**config.mk**
```make
export PLATFORM = sky130hd
export DESIGN_NAME = dds_sweep_ctrl
export DESIGN_NICKNAME = d
export VERILOG_FILES = /design/src/rtl/dds_pkg.sv /design/src/rtl/dds_wr_arb.sv /design/src/rtl/dds_sweep_ctrl.sv
export SDC_FILE = /design/constraint.sdc
export NUM_CORES = 1
export LEC_CHECK = 0
export CORE_MARGIN = 3
export CORE_UTILIZATION = 38
export CTS_CLUSTER_DIAMETER = 150
export DETAILED_ROUTE_END_ITERATION = 12
export GPL_TIMING_DRIVEN = 0
export RECOVER_POWER = 25
export SLEW_MARGIN = 20
export SYNTH_ARGS = -nofsm -noshare
export SYNTH_HDL_FRONTEND = slang
export SYNTH_SLANG_ARGS = --single-unit
```
**constraint.sdc**
```tcl
create_clock -name clk -period 6.4 [get_ports clk]
set_input_delay 1.28 -clock clk [delete_from_list [all_inputs] [get_ports clk]]
set_output_delay 1.28 -clock clk [all_outputs]
set_load 0.02 [all_outputs]
```
**src/rtl/dds_pkg.sv**
```systemverilog
`timescale 1ns/1ps
// Shared definitions for DDS register masters: sweep FSM states and register map.
package dds_pkg;

  typedef enum logic [2:0] {
    ST_IDLE    = 3'd0,
    ST_CTRL_WR = 3'd1,
    ST_FREQ_WR = 3'd2,
    ST_DWELL   = 3'd3,
    ST_STOP_WR = 3'd4
  } state_e;

  localparam logic [15:0] FREQ_ADDR    = 16'h0020;
  localparam logic [15:0] CTRL_ADDR    = 16'h0030;
  localparam logic [15:0] CTRL_EN_VAL  = 16'h000F;
  localparam logic [15:0] CTRL_DIS_VAL = 16'h0000;

endpackage

```
**src/rtl/dds_wr_arb.sv**
```systemverilog
`timescale 1ns/1ps
// Two-master write arbiter for the DDS register bus: host always wins, and the
// winning request is registered onto wr/waddr/wdata one cycle after the grant.
module dds_wr_arb #(
  parameter int AW = 16,
  parameter int DW = 16
) (
  input  logic          clk,
  input  logic          rstn,
  input  logic          i_host_wr,
  input  logic [AW-1:0] i_host_waddr,
  input  logic [DW-1:0] i_host_wdata,
  output logic          o_host_ack,
  input  logic          i_eng_req,
  input  logic [AW-1:0] i_eng_waddr,
  input  logic [DW-1:0] i_eng_wdata,
  output logic          o_eng_gnt,
  output logic          o_wr,
  output logic [AW-1:0] o_waddr,
  output logic [DW-1:0] o_wdata
);

  logic          r_wr;
  logic [AW-1:0] r_waddr;
  logic [DW-1:0] r_wdata;

  assign o_host_ack = i_host_wr;
  assign o_eng_gnt  = i_eng_req & ~i_host_wr;

  // Address and data return to zero whenever no write is on the bus.
  always_ff @(posedge clk or negedge rstn) begin
    if (!rstn) begin
      r_wr    <= 1'b0;
      r_waddr <= '0;
      r_wdata <= '0;
    end else if (i_host_wr) begin
      r_wr    <= 1'b1;
      r_waddr <= i_host_waddr;
      r_wdata <= i_host_wdata;
    end else if (i_eng_req) begin
      r_wr    <= 1'b1;
      r_waddr <= i_eng_waddr;
      r_wdata <= i_eng_wdata;
    end else begin
      r_wr    <= 1'b0;
      r_waddr <= '0;
      r_wdata <= '0;
    end
  end

  assign o_wr    = r_wr;
  assign o_waddr = r_waddr;
  assign o_wdata = r_wdata;

endmodule

```
**src/rtl/dds_sweep_ctrl.sv**
```systemverilog
`timescale 1ns/1ps
// Linear frequency-sweep sequencer for DDS_Top; shares the register-write bus
// with a host port through dds_wr_arb.
module dds_sweep_ctrl #(
  parameter int              AW           = 16,
  parameter int              DW           = 16,
  parameter logic [AW-1:0]   FREQ_ADDR    = AW'(dds_pkg::FREQ_ADDR),
  parameter logic [AW-1:0]   CTRL_ADDR    = AW'(dds_pkg::CTRL_ADDR),
  parameter logic [DW-1:0]   CTRL_EN_VAL  = DW'(dds_pkg::CTRL_EN_VAL),
  parameter logic [DW-1:0]   CTRL_DIS_VAL = DW'(dds_pkg::CTRL_DIS_VAL),
  parameter int              DWELL_W      = 16
) (
  input  logic               clk,
  input  logic               rstn,
  input  logic               start,
  input  logic               abort,
  input  logic [DW-1:0]      cfg_f0,
  input  logic [DW-1:0]      cfg_step,
  input  logic [15:0]        cfg_nsteps,
  input  logic [DWELL_W-1:0] cfg_dwell,
  input  logic               cfg_loop,
  input  logic               host_wr,
  input  logic [AW-1:0]      host_waddr,
  input  logic [DW-1:0]      host_wdata,
  output logic               host_ack,
  output logic               wr,
  output logic [AW-1:0]      waddr,
  output logic [DW-1:0]      wdata,
  output logic               busy,
  output logic               done,
  output logic [DW-1:0]      cur_freq
);
  import dds_pkg::*;

  state_e             r_state;
  logic [DW-1:0]      r_f0;
  logic [DW-1:0]      r_step;
  logic [15:0]        r_nsteps;
  logic [DWELL_W-1:0] r_dwell;
  logic               r_loop;
  logic [DW-1:0]      r_freq;
  logic [15:0]        r_step_cnt;
  logic [DWELL_W-1:0] r_dwell_cnt;
  logic [DW-1:0]      r_cur_freq;
  logic               r_done;

  logic               w_eng_req;
  logic [AW-1:0]      w_eng_waddr;
  logic [DW-1:0]      w_eng_wdata;
  logic               w_eng_gnt;
  logic [DWELL_W-1:0] w_dwell_load;

  assign w_dwell_load = (cfg_dwell == '0) ? DWELL_W'(1) : cfg_dwell;

  always_comb begin
    w_eng_req   = 1'b0;
    w_eng_waddr = '0;
    w_eng_wdata = '0;
    case (r_state)
      ST_CTRL_WR: begin
        w_eng_req   = 1'b1;
        w_eng_waddr = CTRL_ADDR;
        w_eng_wdata = CTRL_EN_VAL;
      end
      ST_FREQ_WR: begin
        w_eng_req   = 1'b1;
        w_eng_waddr = FREQ_ADDR;
        w_eng_wdata = r_freq;
      end
      ST_STOP_WR: begin
        w_eng_req   = 1'b1;
        w_eng_waddr = CTRL_ADDR;
        w_eng_wdata = CTRL_DIS_VAL;
      end
      default: ;
    endcase
  end

  always_ff @(posedge clk or negedge rstn) begin
    if (!rstn) begin
      r_state     <= ST_IDLE;
      r_f0        <= '0;
      r_step      <= '0;
      r_nsteps    <= '0;
      r_dwell     <= '0;
      r_loop      <= 1'b0;
      r_freq      <= '0;
      r_step_cnt  <= '0;
      r_dwell_cnt <= '0;
      r_cur_freq  <= '0;
      r_done      <= 1'b0;
    end else begin
      r_done <= 1'b0;
      case (r_state)
        ST_IDLE: begin
          if (start && !abort) begin
            r_f0       <= cfg_f0;
            r_step     <= cfg_step;
            r_nsteps   <= cfg_nsteps;
            r_dwell    <= w_dwell_load;
            r_loop     <= cfg_loop;
            r_step_cnt <= '0;
            r_state    <= ST_CTRL_WR;
          end
        end
        ST_CTRL_WR: begin
          if (abort) begin
            r_state <= ST_STOP_WR;
          end else if (w_eng_gnt) begin
            r_freq  <= r_f0;
            r_state <= ST_FREQ_WR;
          end
        end
        ST_FREQ_WR: begin
          // A write granted alongside abort still goes out, so track it.
          if (w_eng_gnt) begin
            r_cur_freq  <= r_freq;
            r_dwell_cnt <= r_dwell;
          end
          if (abort) begin
            r_state <= ST_STOP_WR;
          end else if (w_eng_gnt) begin
            r_state <= ST_DWELL;
          end
        end
        ST_DWELL: begin
          if (abort) begin
            r_state <= ST_STOP_WR;
          end else if (r_dwell_cnt > DWELL_W'(1)) begin
            r_dwell_cnt <= r_dwell_cnt - DWELL_W'(1);
          end else if (r_step_cnt < r_nsteps) begin
            r_freq     <= r_freq + r_step;
            r_step_cnt <= r_step_cnt + 16'd1;
            r_state    <= ST_FREQ_WR;
          end else if (r_loop) begin
            r_freq     <= r_f0;
            r_step_cnt <= '0;
            r_state    <= ST_FREQ_WR;
          end else begin
            r_done  <= 1'b1;
            r_state <= ST_IDLE;
          end
        end
        ST_STOP_WR: begin
          if (w_eng_gnt) r_state <= ST_IDLE;
        end
        default: r_state <= ST_IDLE;
      endcase
    end
  end

  dds_wr_arb #(
    .AW (AW),
    .DW (DW)
  ) u_arb (
    .clk          (clk),
    .rstn         (rstn),
    .i_host_wr    (host_wr),
    .i_host_waddr (host_waddr),
    .i_host_wdata (host_wdata),
    .o_host_ack   (host_ack),
    .i_eng_req    (w_eng_req),
    .i_eng_waddr  (w_eng_waddr),
    .i_eng_wdata  (w_eng_wdata),
    .o_eng_gnt    (w_eng_gnt),
    .o_wr         (wr),
    .o_waddr      (waddr),
    .o_wdata      (wdata)
  );

  assign busy     = (r_state != ST_IDLE);
  assign done     = r_done;
  assign cur_freq = r_cur_freq;

endmodule

```
## Yosys cells after proc, flatten, opt, wreduce, memory -nomap -nowiden

Cells that the tools add are included.

- Add/sub/neg operators: 3
- Mux-type cells: 43
- Bitwise gates (word level): 2
- Equal/unequal tests: 16
- Reduce and logical (&&, ||, !) cells: 16
- $lt $le $gt $ge: 2

Operators with widths:

| kind | number |
|---|---|
| $mux W16 | 18 |
| $pmux W16 S2 | 4 |
| $mux W3 | 8 |
| $add A16 B1 Y16 const B | 1 |
| $add A16 B16 Y16 | 1 |
| $gt A16 B1 Y1 const B | 1 |
| $logic_not A16 Y1 | 1 |
| $lt A16 B16 Y1 | 1 |
| $sub A16 B1 Y16 const B | 1 |
| $pmux W3 S5 | 1 |
| $pmux W6 S2 | 1 |
| $ne A2 B2 Y1 const B | 5 |
| $reduce_and A5 Y1 | 2 |
| $mux W1 | 8 |
| $eq A3 B2 Y1 const B | 2 |
| $mux W6 | 1 |
| $ne A2 B1 Y1 const B | 3 |
| $ne A3 B2 Y1 const B | 2 |
| $ne A3 B3 Y1 const B | 2 |
| $reduce_and A6 Y1 | 1 |
| $reduce_bool A2 Y1 | 3 |
| $mux W2 | 2 |
| $reduce_and A2 Y1 | 2 |
| $reduce_and A4 Y1 | 1 |
| 10 further kinds | 10 |

- Word-level logic and storage cells: 96
- Output and inout bits: 52
- Register bits after elaboration: 166
- Bits of input ports: 102

## Logic depth before layout (Yosys ltp)

- Depth after elaboration: 7
- Depth in mapped cells: 11
- Mapped depth without buffers: 10

## Cells and area by module

Synthesis repeated with hierarchy kept, for this count alone.

- Cells, all modules: 769
- Area total of the unflattened synthesis: 8265.4 um2

By module, submodules not included:

| module | times used | area an instance (um2) | cells an instance | sequential area each (um2) |
|---|---|---|---|---|
| dds_sweep_ctrl | 1 | 7056.8 | 691 | 3328.2 |
| dds_wr_arb | 1 | 1208.7 | 78 | 825.8 |

## Worst setup path before layout

No wires, ideal clock.

- Kind: input to register
- From: input host_wr
- To: register r_freq[7]
- Stages on the path: 5
- Data required time: 6.275 ns
- Arrival time: 2.706 ns
- Library setup time: 0.125 ns
- Slack: 3.569 ns
- Buffers on the path: 1
- Cell sequence: nor4b_1 -> a21oi_1 -> a211o_1 -> buf_6 -> mux2_4

- Word-level cells in the longest chain between the ends: 4

Ends and longest elaborated chain:

| what | line | source |
|---|---|---|
| from (decl) | dds_sweep_ctrl.sv:22 | `input logic host_wr,` |
| $not A1 Y1 | dds_wr_arb.sv:28 | `assign o_eng_gnt = i_eng_req & ~i_host_wr;` |
| $and A1 B1 Y1 | dds_wr_arb.sv:28 |  |
| $ne A2 B1 Y1 (no line) | n/a |  |
| $reduce_and A6 Y1 (no line) | n/a |  |
| to (signal assigned) | dds_sweep_ctrl.sv:110 | `r_freq <= r_f0;` |
| to (signal assigned) | dds_sweep_ctrl.sv:132 | `r_freq <= r_freq + r_step;` |
| to (signal assigned) | dds_sweep_ctrl.sv:136 | `r_freq <= r_f0;` |
| to (decl) | dds_sweep_ctrl.sv:41 | `logic [DW-1:0] r_freq;` |

No other way between the ends.
A chain may end at the register's enable or synchronous reset.

## Final worst setup path

- From: input host_wr
- To: output host_ack

RTL lines:

| what | line | source |
|---|---|---|
| to (decl) | dds_sweep_ctrl.sv:25 | `output logic host_ack,` |

No word-level cell between the ends.

==> results.toml <==
[timing]
rsz0062_at_grt = "no"
final_hold_viol_count = 0
finClkSkew_ns = 0.01104
layout_min_cycle_time_ns = 3.898
slew_violations = 94
holdWs_ns = 0.4768
slew_headroom = -0.5252
fin_ws_ns = 2.502
max_freq_mhz = 256.5
setup_viol = 0
worstMarginPinSlew_ns = 2.288
fin_crit_sh = 0.6091

[setup_path]
critical-path-top-delay-family = "buffers and inverters"
path_cells = "clkdlybuf4s50_1, buf_4, clkdlybuf4s50_1"
crit_arrival_ns = 2.62
path_buf_inv = 3
worst_path_max_delay_cell = "clkdlybuf4s50_1"
critPathMaxStageDelay_ns = 0.60
end_kind = "primary output"
crit_required_ns = 5.12
startpoint_type = "input pin"
crit_type = "input pin to primary output"
worstPathMaxFanout = 4
crit_top_cell = "clkdlybuf4s50_1"

[job]
drv_cap = 1

[synth]
synthFlopType = "dfrtp_1"
synth.avg_cell_area_um2 = 10.25
ys_warn_count = 0
syn-cell-area_um2 = 8075
syn-num-nets = 924
async_flop_share = 1.000
ys_seq_area_frac = 0.5144
synth_edf_count = 0
synth.distinct_cells = 66
ys_ff_latch = 166
syn_inst = 788

[floorplan]
rows = 52
start_util = 0.3928
die_area_um2 = 23040
die_h_um = 151.8
coreArea_um2 = 20560
die_x_um = 151.8
io_pins = 154

[layout]
design_area_um2 = 10530
final_util = 0.5122
area_delta_synth_final_pct = 30.42
n_antenna_cell = 0
multi_input_area_um2 = 3642
nets = 1097
fill_cells = 1940
drive_gt1_frac = 0.1131
seq_area_um2 = 4154

[clock_tree]
clk_pin_slew_worst_paths_ns = 0.06
ctsRootBufferMaster = "clkbuf_16"
cts_tree = "built"
htree_num_levels = 4
ctsHoldBuffers = 0
cts_setup_buffers = 0
cts_buffers = 17
cts_buffer_depth = 2
clkLatencyLatePin_ns = 0.43
clock_sinks = 166
cts_resized = 0

[detailed_routing]
drt-initial-drc-count = 446
wl_per_cell_um = 16.56
wirelength_um = 20590
dr.pass1.iters = 5
num_vias = 6402
ant_nets = 0
via_per_inst = 5.150
drc = 0

[power]
vdd_ir_drop_max_uv = 216.6
p_per_area_nw_per_um2 = 433.4
p_leak_nw = 4.691
total_power_mw = 4.565

[placement]
place_hpwl_um = 15080
placed_area_um2 = 9977
place_congestion = 0.8372
io_buffers = 153
preCtsSetupSlack_ns = 2.290

[outcome]
violations = "max-capacitance violations, max-slew violations"
status = "complete, but fails checks"

[hold_path]
hp-class = "flop to flop"

[global_route]
grt_pass1_wl_um = 33000
overflow = 0
grt_pass1_vias = 6263
grt_max_degree = 94
grtUsageTotal = 0.1836
antenna_found_initial = 0
==> cell type report <==
type / instances / area share
clock buffers: 17 / 0.04039
multi-input cells: 553 / 0.3458
flip-flops and latches: 166 / 0.3944
well taps: 270 / 0.03208
plain buffers: 38 / 0.01544
clock inverters: 14 / 0.01438
inverters: 31 / 0.01105
repair buffers: 154 / 0.1464
==> cell usage after synthesis, drive strengths merged (3+ instances only) <==
cell type	n	area, µm²
a21oi	51	259.0
nand2	105	394.1
nand4	4	25.02
and3	12	75.07
o31ai	11	82.58
o22ai	5	31.28
clkbuf	32	120.1
nor2	47	176.4
nand3	14	70.07
xor2	6	52.55
ha	33	412.9
o21ai	68	340.3
dfrtp	166	4154
and2	19	118.9
o21a	3	22.52
a211o	3	26.28
or3	5	41.29
xnor2	3	26.28
a211oi	3	27.52
o31a	3	26.28
buf	6	42.54
nor2b	8	50.05
inv	31	116.4
a31oi	8	50.05
nand2b	11	76.32
nor4	11	83.83
nor3	13	65.06
mux2i	7	70.07
mux2	66	747.0
==> flip-flops by register name, summed over array words and instances (netlist names), 16 cells and up <==
register       cells
cur_freq          16
r_dwell           16
r_dwell_cnt       16
r_f0              16
r_freq            16
r_nsteps          16
r_step            16
r_step_cnt        16
u_arb.o_waddr     16
u_arb.o_wdata     16
==> cells in the final DEF, fill, tap and decap left out, drive strengths merged, types with 5 or more instances in the layout <==
cell type,Yosys,routed
clkinvlp,0,5
mux2i,7,7
mux2,66,66
or3,5,5
clkbuf,32,50
ha,33,33
o31ai,11,11
nand2b,11,11
o22ai,5,5
nor2,47,47
nor2b,8,8
o21ai,68,68
nand3,14,14
buf,6,7
a21oi,51,51
nand2,105,105
xor2,6,6
inv,31,35
nor3,13,13
a31oi,8,8
and2,19,19
and3,12,12
clkdlybuf4s50,0,152
nor4,11,11
dfrtp,166,166
==> power breakdown <==
| part | internal [mW] | switching, mW | total, mW |
|---|---|---|---|
| Sequential | 1.44 | 0.256 | 1.70 |
| Clock | 0.576 | 0.446 | 1.02 |
| Combinational | 0.865 | 0.978 | 1.84 |
==> worst min-delay path: cells and delay by family, from the launching register on <==
family	cells	cell delay [ns]
simple gates	2	0.11
flops	1	0.34
==> logic make-up (layout without fill, tap and decap cells) <==
group	Yosys count	in the layout	synth area share
compound gates	177	177	0.1305
mux	73	73	0.1012
fa+ha+maj	34	34	0.05361
buf+inv	69	254	0.03455
simple gates	260	260	0.1560
flops	166	166	0.5144
xor+xnor	9	9	0.009762
==> metal layers <==
layer / vias up / track usage / wire (µm)
met3: 11 / 0.04432 / 1144
li1: 3123 / - / -
met5: - / 0 / 0
met2: 174 / 0.2942 / 9654
met4: 0 / 0.04672 / 225
met1: 3094 / 0.2520 / 9562
==> per-stage QoR <==
stage / setup TNS [ns] / std cells
after global placement: -511.94 / 1211
after detailed placement: 0 / 1212
after floorplan: 0 / 788
after global routing: 0 / 1243
after CTS: 0 / 1243
final: 0 / 1243
==> path summary, 6_finish.rpt <==
kind	from	end	slack, ns	cells after the start
max in group asynchronous	rstn	r_dwell_cnt[14]	2.99	2
min reg2reg	cur_freq[13]	cur_freq[13]	0.48	2
min in group asynchronous	rstn	r_nsteps[10]	0.79	1
max reg2reg	r_step_cnt[11]	r_step_cnt[7]	3.15	9
max	host_wr	host_ack	2.50	3
min	cur_freq[13]	cur_freq[13]	0.48	2
Power figures use the tool's default switching activity.
